==> config.mk <==
export PLATFORM = sky130hd
export DESIGN_NAME = legv8_multicycle_ctrl
export DESIGN_NICKNAME = d
export VERILOG_FILES = /design/src/rtl/legv8_multicycle_ctrl.sv
export SDC_FILE = /design/constraint.sdc
export NUM_CORES = 1
export LEC_CHECK = 0
export ABC_AREA = 1
export ABC_CLOCK_PERIOD_IN_PS = 1900
export CORE_UTILIZATION = 40
export DETAILED_ROUTE_END_ITERATION = 16
export PLACE_DENSITY = 0.71
export SLEW_MARGIN = 0
export SYNTH_ARGS = -nofsm -noshare
export SYNTH_HDL_FRONTEND = slang
export SYNTH_SLANG_ARGS = --single-unit
==> constraint.sdc <==
create_clock -name clk -period 1.9 [get_ports clk]
set_input_delay 0.38 -clock clk [delete_from_list [all_inputs] [get_ports clk]]
set_output_delay 0.38 -clock clk [all_outputs]
set_load 0.01 [all_outputs]
==> src/rtl/legv8_multicycle_ctrl.sv <==
// Multi-cycle LEGv8 control FSM: fetch/decode/execute/memory/writeback sequencing,
// variable-latency memory handshake with timeout, retired-instruction count and trap.
//   state    | meaning
//   IDLE     | post-reset, one idle cycle
//   FETCH    | instruction read, PC+4 on completion
//   DECODE   | classify opcode, latch immediate select
//   MEM_ADDR | ALU computes base + D-offset
//   MEM_RD   | data read in flight
//   WB_MEM   | load data to register file
//   MEM_WR   | data write in flight
//   EXEC_R   | R-type ALU operation
//   WB_R     | ALU result to register file
//   BR_CBZ   | conditional branch on zero
//   BR_B     | unconditional branch
//   TRAP     | illegal opcode or memory timeout, held until reset
`timescale 1ns/1ps

module legv8_multicycle_ctrl #(
  parameter int CNT_W       = 16,
  parameter int MEM_TIMEOUT = 255
) (
  input  logic             clk,
  input  logic             rst_n,
  input  logic [31:0]      instruction,
  input  logic             zero,
  input  logic             mem_ready,
  output logic             ir_write,
  output logic             pc_write,
  output logic             pc_src,
  output logic [1:0]       imm_sel,
  output logic             reg2loc,
  output logic             alu_src,
  output logic [1:0]       alu_op,
  output logic             mem_req,
  output logic             mem_read,
  output logic             mem_write,
  output logic             iord,
  output logic             reg_write,
  output logic             mem_to_reg,
  output logic [CNT_W-1:0] retired,
  output logic             trap,
  output logic             trap_cause
);

  localparam int WAIT_W = (MEM_TIMEOUT > 1) ? $clog2(MEM_TIMEOUT) : 1;
  localparam logic [WAIT_W-1:0] WAIT_LAST =
    (MEM_TIMEOUT > 0) ? WAIT_W'(MEM_TIMEOUT - 1) : '0;

  localparam logic [1:0] IMM_D  = 2'b00;
  localparam logic [1:0] IMM_CB = 2'b01;
  localparam logic [1:0] IMM_B  = 2'b10;

  localparam logic [1:0] ALU_ADD   = 2'b00;
  localparam logic [1:0] ALU_PASSB = 2'b01;
  localparam logic [1:0] ALU_RTYPE = 2'b10;

  typedef enum logic [3:0] {
    IDLE,
    FETCH,
    DECODE,
    MEM_ADDR,
    MEM_RD,
    WB_MEM,
    MEM_WR,
    EXEC_R,
    WB_R,
    BR_CBZ,
    BR_B,
    TRAP
  } state_t;

  state_t            state, state_nxt;
  logic [WAIT_W-1:0] wait_cnt;
  logic [1:0]        imm_sel_nxt;
  logic              retire;
  logic              trap_enter;
  logic              cause_nxt;
  logic              timeout_hit;

  logic [10:0] opcode;
  logic        is_ldur, is_stur, is_rtype, is_cbz, is_b;

  // Low instruction fields feed only the datapath (register numbers, immediates).
  logic unused_instr_bits;
  assign unused_instr_bits = ^instruction[20:0];

  assign opcode   = instruction[31:21];
  assign is_ldur  = (opcode == 11'h7C2);
  assign is_stur  = (opcode == 11'h7C0);
  assign is_rtype = (opcode == 11'h458) || (opcode == 11'h658) ||
                    (opcode == 11'h450) || (opcode == 11'h550);
  assign is_cbz   = (instruction[31:24] == 8'hB4);
  assign is_b     = (instruction[31:26] == 6'b000101);

  assign timeout_hit = (MEM_TIMEOUT != 0) && (wait_cnt == WAIT_LAST);
  assign trap        = (state == TRAP);

  always_ff @(posedge clk or negedge rst_n) begin
    if (!rst_n) begin
      state      <= IDLE;
      imm_sel    <= IMM_D;
      retired    <= '0;
      trap_cause <= 1'b0;
      wait_cnt   <= '0;
    end else begin
      state   <= state_nxt;
      imm_sel <= imm_sel_nxt;
      if (retire)
        retired <= retired + CNT_W'(1);
      if (trap_enter)
        trap_cause <= cause_nxt;
      if (mem_req && !mem_ready)
        wait_cnt <= wait_cnt + WAIT_W'(1);
      else
        wait_cnt <= '0;
    end
  end

  always_comb begin
    state_nxt   = state;
    imm_sel_nxt = imm_sel;
    ir_write    = 1'b0;
    pc_write    = 1'b0;
    pc_src      = 1'b0;
    reg2loc     = 1'b0;
    alu_src     = 1'b0;
    alu_op      = ALU_ADD;
    mem_req     = 1'b0;
    mem_read    = 1'b0;
    mem_write   = 1'b0;
    iord        = 1'b0;
    reg_write   = 1'b0;
    mem_to_reg  = 1'b0;
    retire      = 1'b0;
    trap_enter  = 1'b0;
    cause_nxt   = 1'b0;

    case (state)
      IDLE: state_nxt = FETCH;

      FETCH: begin
        mem_req  = 1'b1;
        mem_read = 1'b1;
        if (mem_ready) begin
          ir_write  = 1'b1;
          pc_write  = 1'b1;
          state_nxt = DECODE;
        end else if (timeout_hit) begin
          state_nxt  = TRAP;
          trap_enter = 1'b1;
          cause_nxt  = 1'b1;
        end
      end

      DECODE: begin
        reg2loc = is_stur || is_cbz;
        if (is_ldur || is_stur) begin
          imm_sel_nxt = IMM_D;
          state_nxt   = MEM_ADDR;
        end else if (is_rtype) begin
          state_nxt = EXEC_R;
        end else if (is_cbz) begin
          imm_sel_nxt = IMM_CB;
          state_nxt   = BR_CBZ;
        end else if (is_b) begin
          imm_sel_nxt = IMM_B;
          state_nxt   = BR_B;
        end else begin
          state_nxt  = TRAP;
          trap_enter = 1'b1;
        end
      end

      MEM_ADDR: begin
        alu_src   = 1'b1;
        alu_op    = ALU_ADD;
        state_nxt = is_stur ? MEM_WR : MEM_RD;
      end

      MEM_RD: begin
        mem_req  = 1'b1;
        mem_read = 1'b1;
        iord     = 1'b1;
        if (mem_ready) begin
          state_nxt = WB_MEM;
        end else if (timeout_hit) begin
          state_nxt  = TRAP;
          trap_enter = 1'b1;
          cause_nxt  = 1'b1;
        end
      end

      WB_MEM: begin
        reg_write  = 1'b1;
        mem_to_reg = 1'b1;
        retire     = 1'b1;
        state_nxt  = FETCH;
      end

      MEM_WR: begin
        mem_req   = 1'b1;
        mem_write = 1'b1;
        iord      = 1'b1;
        reg2loc   = 1'b1;
        if (mem_ready) begin
          retire    = 1'b1;
          state_nxt = FETCH;
        end else if (timeout_hit) begin
          state_nxt  = TRAP;
          trap_enter = 1'b1;
          cause_nxt  = 1'b1;
        end
      end

      EXEC_R: begin
        alu_op    = ALU_RTYPE;
        state_nxt = WB_R;
      end

      WB_R: begin
        reg_write = 1'b1;
        retire    = 1'b1;
        state_nxt = FETCH;
      end

      BR_CBZ: begin
        alu_op    = ALU_PASSB;
        reg2loc   = 1'b1;
        pc_write  = zero;
        pc_src    = 1'b1;
        retire    = 1'b1;
        state_nxt = FETCH;
      end

      BR_B: begin
        pc_write  = 1'b1;
        pc_src    = 1'b1;
        retire    = 1'b1;
        state_nxt = FETCH;
      end

      TRAP: state_nxt = TRAP;

      default: state_nxt = IDLE;
    endcase
  end

endmodule

==> summary.md <==
| Metric | Value |
|---|---|
| Outcome | `complete, no violations` |
| H-tree levels | `2` |
| Fillers | `468` |
| Setup violations, final | `0` |
| Yosys top cell area share | `37.0%` |
| Number of synthesized register bits | `31` |
| Fin crit period | `1.85 ns` |
| Leak | `0.00157 uW` |
| Vias | `about 2200` |
| RSZ-0062 raised after global routing | `yes` |
| DRT antenna net count | `0` |
| Fmax | `about 540 MHz` |
| Layout net count | `426` |
| Hold Vio Cnt, Final | `0` |
| Synth cell count leaders | `108 x nand2_1, 49 x nor2_1, 33 x inv_1` |
| Crit-path max cell delay | `0.45 ns` |
| Sequential power share | `32.9%` |
| YS warnings | `0` |
| GR Util All Layers | `20.5%` |
| CORE AREA | `~5000 sq um` |
| CP max stage cell | `clkdlybuf4s50_1` |
| Top FF cell, synth | `dfrtp_1` |
| Clock Sinks | `31` |
| Syn Inst Count | `312` |
| Worst endpoint required time | `1.52 ns` |
| Comb pwr share | `between 40% and 50%` |
| VDD IR max | `0.386 mV` |
| CP Buf/Inv Count | `3` |
| # diodes | `0` |
| DRC viols | `0` |
| Cell family with most CP delay | `buffers and inverters` |
| NetSw | `1090 uW` |
| Register area share after synthesis | `37.0%` |
| DRT iter0 DRCs | `~100` |
| Multi-input gate area | `around 1200 sq um` |
| Sw Share | `about two fifths` |
| Clock power frac | `between 10% and 20%` |
| Layout cell share with drive strength beyond 1 | `between 10% and 20%` |
| Synth area leader | `dfrtp_1` |
| Startpoint types | `primary input` |
| WL final | `4940 microns` |
| RePlAce Congestion | `0.819` |
| Post-synth EDFFs | `0` |
| Max-slew headroom | `71.0%` |
| Synth Cell Area | `2100 sq um` |
| GRT overflow | `0` |
| Clk Latency, worst-skew pair | `0.28 ns` |
| Setup tns final | `0 ns` |
| Number of global-route vias before repair | `2073` |
| Pre-Repair DR Iteration Count | `4` |
| Hold Crit Class | `reg -> reg` |
| Initial core utilization | `43.0%` |
| Pwr/cell area | `just over 900 nW/um^2` |
| DR WL/cell | `~11 microns` |
| Power Total | `2680 uW` |
| Netlist cell types | `28` |
| Root Buffer Master | `clkbuf_8` |
| Async S/R FF share, synth | `100%` |
| FP Rows | `25` |
| Avg Synthesized Cell Area | `6.72 sq um` |
| Area contributors post-synth | `dfrtp_1 37%, nand2_1 19%, nor2_1 8.8%, nand3_1 7.2%, inv_1 5.9%` |
| Final Max Tran Viols | `0` |
| Area delta synth->final | `39.4%` |
| Mapped Nets | `351` |
| Internal power | `1590 uW` |
| CTS Buf Count | `5` |
| Clk_skew | `0.00655 ns` |
| Crit Path Category | `in -> out` |
| Final HPWL DP | `3810 microns` |
| Most common cell in the netlist | `nand2_1` |
| Critical path fanouts, max | `2` |
| Number of max-cap violations | `0` |
| Critical path cell sequence | `clkdlybuf4s50_1 > inv_1 > nor2_2 > nand3_2 > o21ai_1 > nand2_1 > nand2_1 > buf_2` |
| Io pins | `69` |
| Die area | `5540 sq um` |
| CTS tree | `yes` |
| First-pass GRT wire length | `8670 microns` |
| Placed Cells | `443` |
| Final std cells w/o fill | `454` |
| Worst setup EP type | `output pin` |
| Width of the chip | `roughly 74 microns` |
| I/O Buffers | `47` |
| FF/Latch Area | `between 700 and 800 sq um` |
| Slew @ Worst Pin | `0.432 ns` |
| Critical path arrival | `1.47 ns` |
| Tcrit/Tclk final | `97.4%` |
| Die Span Y | `74.4 microns` |
| Largest net degree at the start of global routing | `32` |
| Initial antenna violation count | `0` |
| Worst-path clk slew | `approximately 0.06 ns` |
| Vias/cell | `between 4 and 5` |
| Most used cell, CP | `nand2_1` |
| CTS Buffer Depth | `2` |
-- timing repair --
item / 4_1_cts / 5_1_grt
hold buffers: 0 / 0
pin swaps: 0 / 8
resized for setup: 21 / 21
buffers inserted: 0 / 4
setup endpoints to repair: 14 / 7
-- final timing paths --
| kind | from | to | slack [ns] | depth (start not counted) |
|---|---|---|---|---|
| min in group asynchronous | rst_n | wait_cnt[7] | 0.50 | 2 |
| max in group asynchronous | rst_n | retired[11] | 1.11 | 2 |
| worst min register to register | wait_cnt[0] | wait_cnt[0] | 0.48 | 1 |
| worst min-delay path | wait_cnt[0] | wait_cnt[0] | 0.48 | 1 |
| worst max-delay path | instruction[27] | reg2loc | 0.05 | 8 |
| worst max register to register | retired[0] | retired[10] | 0.29 | 8 |
-- placed cells by master (no fill, tap or decap), types with 6 or more instances in the layout --
master / instances
o21ai_0: 9
clkdlybuf4s50_1: 25
nor2_2: 8
nand3_1: 29
nand2_1: 106
buf_4: 23
dfrtp_1: 31
clkbuf_8: 6
inv_1: 31
nor2_1: 42
dlygate4sd2_1: 11
dlymetal6s2s_1: 8
-- flip-flops by register name, summed over array words and instances, names as in the netlist --
signal      count
retired        16
wait_cnt        8
state           4
imm_sel         2
trap_cause      1
-- layer usage --
metal	up-vias	global-route usage (%)	part of all wire (%)	wire, microns
li1	1126	-	-	-
met1	985	25.0	48	2360
met2	43	35.7	49	2420
met3	2	5.83	3.1	152
met4	0	4.40	0.24	12
met5	-	0	0	0
-- through the flow --
stage | cell area, sq um | utilization (%) | setup WS [ns] | hold WS [ns]
finish | 2920 | 59.9 | 0.0491 | 0.484
global placement | 2780 | 56.9 | -0.412 | 0.475
CTS | 2860 | 58.6 | -0.116 | 0.490
global route | 2920 | 59.9 | -0.0424 | 0.514
detailed placement | 2780 | 56.9 | -0.426 | 0.471
floorplan | 2100 | - | 0.467 | 0.0844
-- area by class of cell --
class	instances	area share (%)
Tap cell	67	2.87
Sequential cell	31	26.5
Multi-Input combinational cell	243	40.8
Clock inverter	1	0.171
Timing Repair Buffer	71	22.3
Inverter	35	4.49
Clock buffer	6	2.83
-- cell families after synthesis --
| family | count (synthesis) | share of synthesized area (%) |
|---|---|---|
| AOI/OAI and AO/OA | 18 | 4.95 |
| xor gates and xnor gates | 9 | 3.76 |
| adders and majority gates | 3 | 1.79 |
| buffers and inverters | 38 | 7.40 |
| DFF | 31 | 37.0 |
| and+or+nand+nor | 213 | 45.1 |
-- power by group through the flow --
stage	sequential (uW)	clock [uW]	combinational (uW)
detailed placement	890	0	1290
finish	882	504	1290
CTS	883	525	1240
global route	896	567	1440
global placement	888	0	1270
floorplan	902	0	725
No activity file was read; power rests on OpenSTA's default activity.
